<file path="config.mk">
export PLATFORM = sky130hd
export DESIGN_NAME = alu_result_stage
export DESIGN_NICKNAME = d
export VERILOG_FILES = /design/src/rtl/alu_pkg.sv /design/src/rtl/alu_flag_gen.sv /design/src/rtl/alu_result_stage.sv
export SDC_FILE = /design/constraint.sdc
export NUM_CORES = 1
export LEC_CHECK = 0
export CORE_UTILIZATION = 50
export CTS_BUF_LIST = sky130_fd_sc_hd__clkbuf_8 sky130_fd_sc_hd__clkbuf_16
export CTS_CLUSTER_SIZE = 12
export DETAILED_ROUTE_END_ITERATION = 16
export DONT_BUFFER_PORTS = 1
export SYNTH_ARGS = -nofsm -noshare
export SYNTH_HDL_FRONTEND = slang
export SYNTH_SLANG_ARGS = --single-unit
</file>
<file path="constraint.sdc">
create_clock -name clk -period 2.85 [get_ports clk]
set_input_delay 0.4275 -clock clk [delete_from_list [all_inputs] [get_ports clk]]
set_output_delay 0.4275 -clock clk [all_outputs]
set_load 0.005 [all_outputs]
</file>
<file path="src/rtl/alu_pkg.sv">
// alu_pkg: shared widths, opcode tags and result-stage states
package alu_pkg;
  localparam int ALU_SIZE = 16;
  localparam int OPW = 4;
  typedef enum logic [OPW-1:0] {OP_AND, OP_OR, OP_NAND, OP_NOR, OP_XOR, OP_XNOR, OP_NOT} opcode_t;
  typedef enum logic [1:0] {ST_EMPTY, ST_ONE, ST_TWO} state_t;
endpackage

</file>
<file path="src/rtl/alu_flag_gen.sv">
// alu_flag_gen: zero and negative flags of a gate result
module alu_flag_gen #(
  parameter int SIZE = 16
) (
  input  logic [SIZE-1:0] result,
  output logic            zero,
  output logic            neg
);
  assign zero = result == '0;
  assign neg = result[SIZE-1];
endmodule

</file>
<file path="src/rtl/alu_result_stage.sv">
// alu_result_stage: registered gate-result stage with 2-entry skid buffer and delivery counter
module alu_result_stage #(
  parameter int SIZE = alu_pkg::ALU_SIZE,
  parameter int OPW = alu_pkg::OPW,
  parameter int CNTW = 8
) (
  input  logic            clk,
  input  logic            rst_n,
  input  logic            in_valid,
  output logic            in_ready,
  input  logic [SIZE-1:0] in_result,
  input  logic [OPW-1:0]  in_opcode,
  output logic            out_valid,
  input  logic            out_ready,
  output logic [SIZE-1:0] out_result,
  output logic [OPW-1:0]  out_opcode,
  output logic            out_zero,
  output logic            out_neg,
  output logic [CNTW-1:0] out_count
);
  import alu_pkg::*;
  state_t state, next;
  logic acc, hs, ld_main, ld_skid, mv, f_zero, f_neg, s_zero, s_neg;
  logic [SIZE-1:0] s_result;
  logic [OPW-1:0] s_opcode;
  // both handshake signals come straight from the state register
  assign in_ready = state != ST_TWO;
  assign out_valid = state != ST_EMPTY;
  assign acc = in_valid && in_ready;
  assign hs = out_valid && out_ready;
  alu_flag_gen #(.SIZE(SIZE)) u_flag (.result(in_result), .zero(f_zero), .neg(f_neg));
  always_ff @(posedge clk or negedge rst_n)
    if (!rst_n) state <= ST_EMPTY;
    else state <= next;
  always_comb begin
    next = state;
    ld_main = 1'b0;
    ld_skid = 1'b0;
    mv = 1'b0;
    unique case (state)
      ST_EMPTY: begin
        next = acc ? ST_ONE : ST_EMPTY;
        ld_main = acc;
      end
      ST_ONE: begin
        next = acc && !hs ? ST_TWO : (hs && !acc ? ST_EMPTY : ST_ONE);
        ld_skid = acc && !hs;
        ld_main = acc && hs;
      end
      ST_TWO: begin
        next = hs ? ST_ONE : ST_TWO;
        mv = hs;
      end
      default: next = ST_EMPTY;
    endcase
  end
  always_ff @(posedge clk or negedge rst_n)
    if (!rst_n) begin
      out_result <= '0;
      out_opcode <= '0;
      out_zero <= 1'b0;
      out_neg <= 1'b0;
      s_result <= '0;
      s_opcode <= '0;
      s_zero <= 1'b0;
      s_neg <= 1'b0;
      out_count <= '0;
    end else begin
      if (ld_main || mv) begin
        out_result <= mv ? s_result : in_result;
        out_opcode <= mv ? s_opcode : in_opcode;
        out_zero <= mv ? s_zero : f_zero;
        out_neg <= mv ? s_neg : f_neg;
      end
      if (ld_skid) begin
        s_result <= in_result;
        s_opcode <= in_opcode;
        s_zero <= f_zero;
        s_neg <= f_neg;
      end
      out_count <= out_count + CNTW'(hs);
    end
endmodule

</file>
### Word-level counts from Yosys, hierarchy flattened

Index checks and enable logic that the tools add are counted.

* word-level logic and storage cells: 37
* bits of input ports: 24
* output and inout bits: 32
* register bits: 54

* muxes and demuxes: 12
* equal/unequal tests: 3
* reductions and logical operators: 11
* add/subtract/negate cells: 1

Operator list (count)
* 16-bit logical NOT: 1
* 16-bit two-way mux: 1
* 8-bit by 1-bit adder with 8-bit output: 1
* 1-bit two-way mux: 6
* 2-bit case mux with 3 select lines: 1
* 1-bit logical AND: 5
* 2-bit two-way mux: 2
* 4-bit two-way mux: 1
* 2-bit by 1-bit equality test with 1-bit output, second input constant: 1
* 2-bit equality test, second input constant: 1
* 1-bit logical NOT: 2
* 2-bit logical NOT: 1
* 2-bit != test, second input constant: 1
* 1-bit case mux with 2 select lines: 1
* 2-bit nonzero test: 1
* 1-bit logical OR: 1

### Depth between registers and ports, before layout

Gate-level depths: netlist of run 1.

* depth after elaboration: 7
* depth in mapped cells: 8
* mapped depth without buffers: 7

### Hierarchy

A second synthesis of run 1 with hierarchy kept.

* cells, all modules: 166
* area total of the unflattened synthesis: 2424.8 µm²

Modules (own cells, without submodules)
* alu_result_stage: instances 1, area each 2383.5 µm², seq. area each 1351.3 µm², cells each 160
* alu_flag_gen: instances 1, area each 41.3 µm², seq. area each 0.0 µm², cells each 6

### Worst setup path before layout of run 1

Ideal clock, no wire load.

* kind: reg2reg
* start point: register state[1]
* end point: register out_opcode[1]
* slack: 1070 ps
* arrival time: 1643 ps
* period minus slack after synthesis: 1780 ps
* setup time: 137 ps
* stages on the path, launching flop included: 9
* path buffers: 1
* required time: 2713 ps
* cells stage by stage: dfrtp_1 > or2_2 > and2_1 > ha_1 > mux2i_1 > nor2_2 > buf_6 > mux2i_1 > a21oi_1

* longest elaborated chain between the ends: 5
* elaborated cells between the ends (all ways): 12
* those cells by class: eq/ne: 3; mux: 3; reduce/logical: 6

RTL lines
* start: declaration: line alu_result_stage.sv:22 `state_t state, next;`
* start signal: assignment: line alu_result_stage.sv:34 `else state <= next;`
* 2-bit nonzero test (*): line alu_result_stage.sv:28 `assign out_valid = state != ST_EMPTY;`
* net out_valid: line alu_result_stage.sv:13 `output logic out_valid,`
* 1-bit logical AND (*): line alu_result_stage.sv:30 `assign hs = out_valid && out_ready;`
* 1-bit logical AND: line alu_result_stage.sv:48 `ld_main = acc && hs;`
* 1-bit case mux with 2 select lines: line alu_result_stage.sv:40 `unique case (state)`
* 1-bit logical OR: line alu_result_stage.sv:69 `if (ld_main || mv) begin`
* end signal: assignment: line alu_result_stage.sv:71 `out_opcode <= mv ? s_opcode : in_opcode;`
* end: declaration: line alu_result_stage.sv:16 `output logic [OPW-1:0] out_opcode,`

Mark *: on every way through the listed nets, which the timed path passes. The rest lies on a longest branch.
A chain may end at the register's enable or synchronous reset.

### Worst setup path after layout of run 1

* start point: register state[1]
* end point: register out_result[11]

* longest elaborated chain between the ends: 5
* elaborated cells between the ends (all ways): 12
* those cells by class: eq/ne: 3; mux: 3; reduce/logical: 6

RTL lines
* 2-bit nonzero test (*): line alu_result_stage.sv:28
* net out_valid: line alu_result_stage.sv:13
* 1-bit logical AND (*): line alu_result_stage.sv:30
* 1-bit logical AND: line alu_result_stage.sv:48
* 1-bit case mux with 2 select lines: line alu_result_stage.sv:40
* 1-bit logical OR: line alu_result_stage.sv:69
* end signal: assignment: line alu_result_stage.sv:70 `out_result <= mv ? s_result : in_result;`
* end: declaration: line alu_result_stage.sv:15 `output logic [SIZE-1:0] out_result,`

Marks and branches as above.

==> metrics, run 1 <==
DRT Wirelength=~4 mm; die height=69.0 µm; Mapped Cells=180; CP delay by family, top=simple AND/OR/NAND/NOR gates; Tot GR Track Use=approximately a fifth; adder-cell share of the synthesized area=1.67%; # port buffers=0; num rows=23; Die Footprint=4760 µm²; flop-to-flop setup slack=0.83 ns; Syn Area/Cell=12.5 µm²; core area=4140 µm²; post-synthesis mux area share=20.8%; P_int=roughly 1.6 mW; post-synth top area share=58.0%; crit path cell chain=or2_2, and2_1, ha_1, mux2i_1, nor2_2, buf_4, mux2i_1, a21oi_1; Setup Skew=roughly 0.0055 ns; total gr overflow=0; clk_lat worst skew=0.30 ns; Worst Hold Path Cells=1; Net Sw Frac=between 30% and 40%; CTS root buf=clkbuf_8; Max Buffers Root-to-Sink=2; sequential share of the synthesized area=58.0%; Power Dens Cells=about 1000 nW/µm²; Detailed Place HPWL=around 2.7 mm; Hold Violations, Final=0; post-DR wirelength/cell=17.5 µm; met3 usage=8.06%; post-layout util=57.8%; status=completed; Synth Area in Compound Gates=5.24%; Die X=69.0 µm; Worst Tran Pin Value=0.629 ns; R2R cell count=8; RSZ-0062 raised after global routing=false; Synth async-reset ratio=100%; Worst Setup End Kind=flip-flop; postcts setup bufs=0; clock sinks=52; first-pass GRT wire length=6.57 mm; Peak VDD IR=around 0.4 mV; most frequent CP cell=mux2i_1; Worst Setup Slack, final=0.826 ns; Comb pwr share=~26%; Slowest cell on crit path=dfrtp_1; min cycle time layout=2.02 ns; worst path bufs/invs=1; worst-path fanout max=21; TNS Setup=0 ns; CTS tree=built; Slew Limit Fails=0; post-synthesis simple-gate area fraction=9.31%; initial antenna violation count=0; post_cts resized=0; CTS buffer count=5; Netlist cell types=27; Synth Register Bits=52; Hold Path Class=in2reg; Final Non-Filler Cells=233; sequential fraction of design power=56.7%; Synth area leader=dfrtp_1; synthesized area=2240 µm²; Reg clk slew, reported paths=0.09 ns; IO Pins=between 50 and 60; Fmax achieved=0.494 GHz; worst reg2reg endpoint=out_result[11]; Critical Path Stages=8; Antenna Nets Post-Route=0; first-iteration detailed-routing DRC count=70; Synth Area in XOR/XNOR=around 2.3%; top post-synthesis cells by area=dfrtp_1 58%, mux2_1 11%, mux2i_1 10%; largest net degree at the start of global routing=53; Post-CTS Hold Buffers=2; most used routing layer=met2; worst setup path end=out_result[11]; largest family of logic cells by synthesized area=multiplexers; CP Class=reg2reg; headroom to the max-slew limit=58.1%; number of diodes=0; M2 GR Usage=about a third; Pre-antenna DRT Iters=4; crit path DAT=2.19 ns; critical path required time=3.01 ns; H-tree levels=2; Vias/cell=between 5 and 6; Post-Syn Nets=207; Switch Pwr=776 µW; part of the power in the clock network=17.5%; layout cells sized above 1=7.65%; top_reg_cell synth=dfrtp_1; Tot Pwr=2.39 mW; Initial Util=a little over half; EDFF count, synth=0; worst stage delay on the critical path=0.44 ns; Placed Instances=223; number of global-route vias before repair=roughly 1.4k; DR vias=1,347; Max Cap Violations=0; final setup violation count=0; Reg2Reg Launch Point=state[1]; CP startpoint kind=flip-flop; final worst-path cycle share=71.0%; pre-CTS setup slack=0.822 ns; nets=roughly 210; Ys Warns=0; met1 GRT Util=22.0%; drt drc=0; Area Growth Syn to Fin=6.80%; Critical Path Start=state[1]; Final GP Congestion=0.676; leakage power=around 1.1 nW
worst min-delay path by stage:
stage,from,end,slack (ns)
after floorplan,rst_n,out_count[0],0.13
after global placement,rst_n,out_count[5],0.13
after detailed placement,rst_n,out_count[4],0.13
after CTS,out_ready,state[1],0.21
after global routing,out_ready,state[1],0.22
final,out_ready,state[1],0.23
cell usage after synthesis, types with 2 or more instances:
cell      instances
xnor2_1           4
clkbuf_1          4
ha_1              3
xor2_1            2
nor2_1           22
dfrtp_1          52
and2_1            3
mux2_1           21
nand2_1           2
buf_2             2
nand3_1           3
mux2i_1          23
buf_6             2
nor4_1            4
a21oi_1          21
state kept, by name, indices dropped and copies added (netlist names):
name and flops:
s_opcode 4, out_opcode 4, out_count 8, out_zero 1, s_result 15, s_zero 1
state 2, out_result 16, s_neg 1
layout make-up:
type / count / area (µm²)
Inverter: 1 / 3.75
Tap cell: 50 / 62.6
Clock buffer: 6 / 82.6
Timing Repair Buffer: 4 / 52.6
Sequential cell: 52 / 1300
Clock inverter: 2 / 10.0
Multi-Input combinational cell: 118 / 883
Fill cell: 330 / 1750
placed cells by master, fill, tap and decap left out:
| cell type | netlist | routed |
|---|---|---|
| a21oi_1 | 21 | 21 |
| mux2_1 | 21 | 21 |
| nand3_1 | 3 | 3 |
| and2_1 | 3 | 3 |
| and3_1 | 1 | 1 |
| and4bb_2 | 1 | 1 |
| dlygate4sd3_1 | 0 | 1 |
| mux2i_1 | 23 | 23 |
| buf_4 | 1 | 2 |
| dfrtp_1 | 52 | 52 |
| ha_1 | 3 | 3 |
| xnor2_1 | 4 | 4 |
| inv_1 | 1 | 1 |
| xor2_1 | 2 | 2 |
| clkinv_2 | 0 | 2 |
| nand2b_1 | 1 | 1 |
| nand2_1 | 2 | 2 |
| buf_16 | 0 | 1 |
| nand3b_1 | 1 | 1 |
| o21bai_1 | 1 | 1 |
| and4_1 | 1 | 1 |
| o21ai_0 | 1 | 1 |
| nor2_2 | 1 | 1 |
| clkbuf_8 | 0 | 6 |
| or2_1 | 1 | 1 |
| nor4_1 | 4 | 4 |
| or2_2 | 1 | 1 |
| nor2_1 | 22 | 22 |
power by group through the flow:
stage               registers (mW)  clock network [mW]  logic [mW]
finish                        1.36               0.419       0.617
global route                  1.42               0.465       0.706
CTS                           1.36               0.444       0.628
detailed placement            1.38                   0       0.608
global placement              1.36                   0       0.566
floorplan                     1.30                   0       0.548
stage by stage:
step | hold slack [ns] | area [µm²]
after global routing | 0.221 | 2400
after global placement | 0.133 | 2270
after floorplan | 0.132 | 2240
after CTS | 0.207 | 2400
final | 0.225 | 2400
after detailed placement | 0.133 | 2270
layer usage:
metal | vias up | routed length, µm
met5 | - | 0
met4 | 0 | 52
met3 | 5 | 310
met2 | 38 | 1980
met1 | 678 | 1730
li1 | 626 | -
cell families (layout without fill, tap and decap cells):
family          after synthesis  after routing
fa+ha+maj                     3              3
flops                        52             52
xor+xnor                      6              6
mux                          44             44
buf+inv                      10             13
simple gates                 42             42
compound gates               23             23
Power figures use the tool's default switching activity.
==> run 2: changes to the inputs <==
==> constraint.sdc (replaced) <==
create_clock -name clk -period 2.1 [get_ports clk]
set_input_delay 0.315 -clock clk [delete_from_list [all_inputs] [get_ports clk]]
set_output_delay 0.315 -clock clk [all_outputs]
set_load 0.005 [all_outputs]
==> run 2 against run 1 <==
Via count decreased by 3.9%. Critical endpoint is now out_result[12]. Count of clock-buffer cells in the layout unchanged. Fmax is 6.8% higher. Sequential power grew 35%.
==> metrics, run 2 (synthesis results as in run 1) <==
status=completed; Reg clk slew, reported paths=0.09 ns; Slew Limit Fails=0; Power Dens Cells=1350 nW/µm²; layout cells sized above 1=10.2%; Die X=69.0 µm; Hold Violations, Final=0; Die Footprint=4760 µm²; Tot GR Track Use=18.7%; TNS Setup=0 ns; Initial Util=54.1%; Worst Tran Pin Value=0.430 ns; CTS tree=built; core area=4140 µm²; final setup violation count=0; number of global-route vias before repair=1,373; num rows=23; drt drc=0; CTS root buf=clkbuf_8; CP startpoint kind=flip-flop; Hold Path Class=in2reg; RSZ-0062 raised after global routing=false; H-tree levels=2; Final GP Congestion=between 0.6 and 0.7; WHS=0.111 ns; worst-path fanout max=21; total gr overflow=0; R2R cell count=8; first-iteration detailed-routing DRC count=43; largest register by flop count=out_result; largest net degree at the start of global routing=53; most common cell after layout, fill and taps aside=dfrtp_1; Worst Setup End Kind=flip-flop; clk_lat worst skew=roughly 0.3 ns; first-pass GRT wire length=6.21 mm; initial antenna violation count=0; DRT Wirelength=3.90 mm; worst reg2reg endpoint=out_result[12]; worst setup path end=out_result[12]; # port buffers=0; CTS buffer count=5; Peak VDD IR=0.607 mV; max reg flops=16; nets=212; DR vias=between 1k and 1.5k; most frequent cells in the layout=50 x dfrtp_1, 23 x mux2i_1, 22 x nor2_1; Vias/cell=about 5.5; Detailed Place HPWL=approximately 2.7 mm; headroom to the max-slew limit=71.1%; most frequent CP cell=mux2i_1; Pre-antenna DRT Iters=4; Slowest cell on crit path=dfrtp_2; Max Cap Violations=0; Critical Path Start=state[1]; clock sinks=52; number of diodes=0; die height=just under 70 µm; critical path required time=~2.3 ns; crit path cell chain=or2_4, and2_1, ha_1, mux2i_1, nor2_2, buf_12, mux2i_1, a21oi_1; Antenna Nets Post-Route=0; IO Pins=56; largest registers=out_result (16), s_result (15), out_count (8); Area Growth Syn to Fin=8.81%; min cycle time layout=around 1.9 ns; post-DR wirelength/cell=16.5 µm; Setup Skew=0.00475 ns; Max Buffers Root-to-Sink=2; final worst-path cycle share=approximately nine tenths; CP Class=reg2reg; crit path DAT=2.07 ns; Reg2Reg Launch Point=state[1]; worst stage delay on the critical path=0.44 ns; Fmax achieved=between 0.5 and 0.6 GHz; leakage power=1.08 nW; flop-to-flop setup slack=0.20 ns
[run 2: cell count changes in the layout (fill, tap and decap cells not counted), sizes merged]
cell / change
clkinv: -2
clkinvlp: +2
buf: +3
[run 2: worst max-delay path: cells and delay by family (launching register included)]
family                   cells  cell delay [ns]
AND/OR/NAND/NOR              3             0.51
flip-flops                   1             0.44
multiplexers                 2             0.37
adder cells (fa/ha/maj)      1             0.19
buffers and inverters        1             0.17
AO/OA/AOI/OAI                1             0.08
[run 2: worst min-delay path by stage]
stage,slack (ns),startpoint,depth (start not counted),endpoint
6_report,0.11,out_ready,1,state[1]
2_1_floorplan,0.02,rst_n,0,out_count[0]
5_1_grt,0.09,out_ready,1,state[1]
4_1_cts,0.10,out_ready,1,state[1]
3_3_place_gp,0.02,rst_n,0,out_count[5]
3_5_place_dp,0.02,rst_n,0,out_count[7]
[run 2: per-stage QoR]
step	setup slack [ns]	utilization (%)	instances	cell area [µm²]	power (mW)
floorplan	0.320	-	180	2240	2.50
global placement	0.247	55.2	224	2290	2.63
detailed placement	0.0977	55.2	224	2290	2.71
CTS	0.0898	58.4	234	2420	3.33
global route	0.0591	58.9	236	2440	3.57
finish	0.204	58.9	236	2440	3.31
[run 2: report_power, final]
part	internal [mW]	leakage (nW)	switching, mW
clock network	0.267	0.0434	0.312
registers	1.48	0.622	0.346
logic	0.495	0.410	0.402
[run 2: what timing repair did]
item,in CTS,in global routing
endpoints found under the hold margin,52,0
setup buffers,0,2
hold buffers,2,0
setup endpoints to repair,0,10
resized for setup,0,3
[run 2: routing by layer]
| metal | routed length, µm | GRT usage [%] | vias up |
|---|---|---|---|
| met5 | 0 | 0 | - |
| met4 | 60 | 7.65 | 0 |
| met3 | 286 | 6.91 | 6 |
| met2 | 1850 | 31.9 | 38 |
| met1 | 1700 | 20.8 | 611 |
| li1 | - | - | 639 |
[run 2: final cells by class]
class                      instances  area (µm²)
fill                             334        1700
sequential                        52        1300
multi-input combinational        118         886
timing repair buffer               7        87.6
clock buffer                       6        82.6
tap                               50        62.6
clock inverter                     2        15.0
inverter                           1        3.75
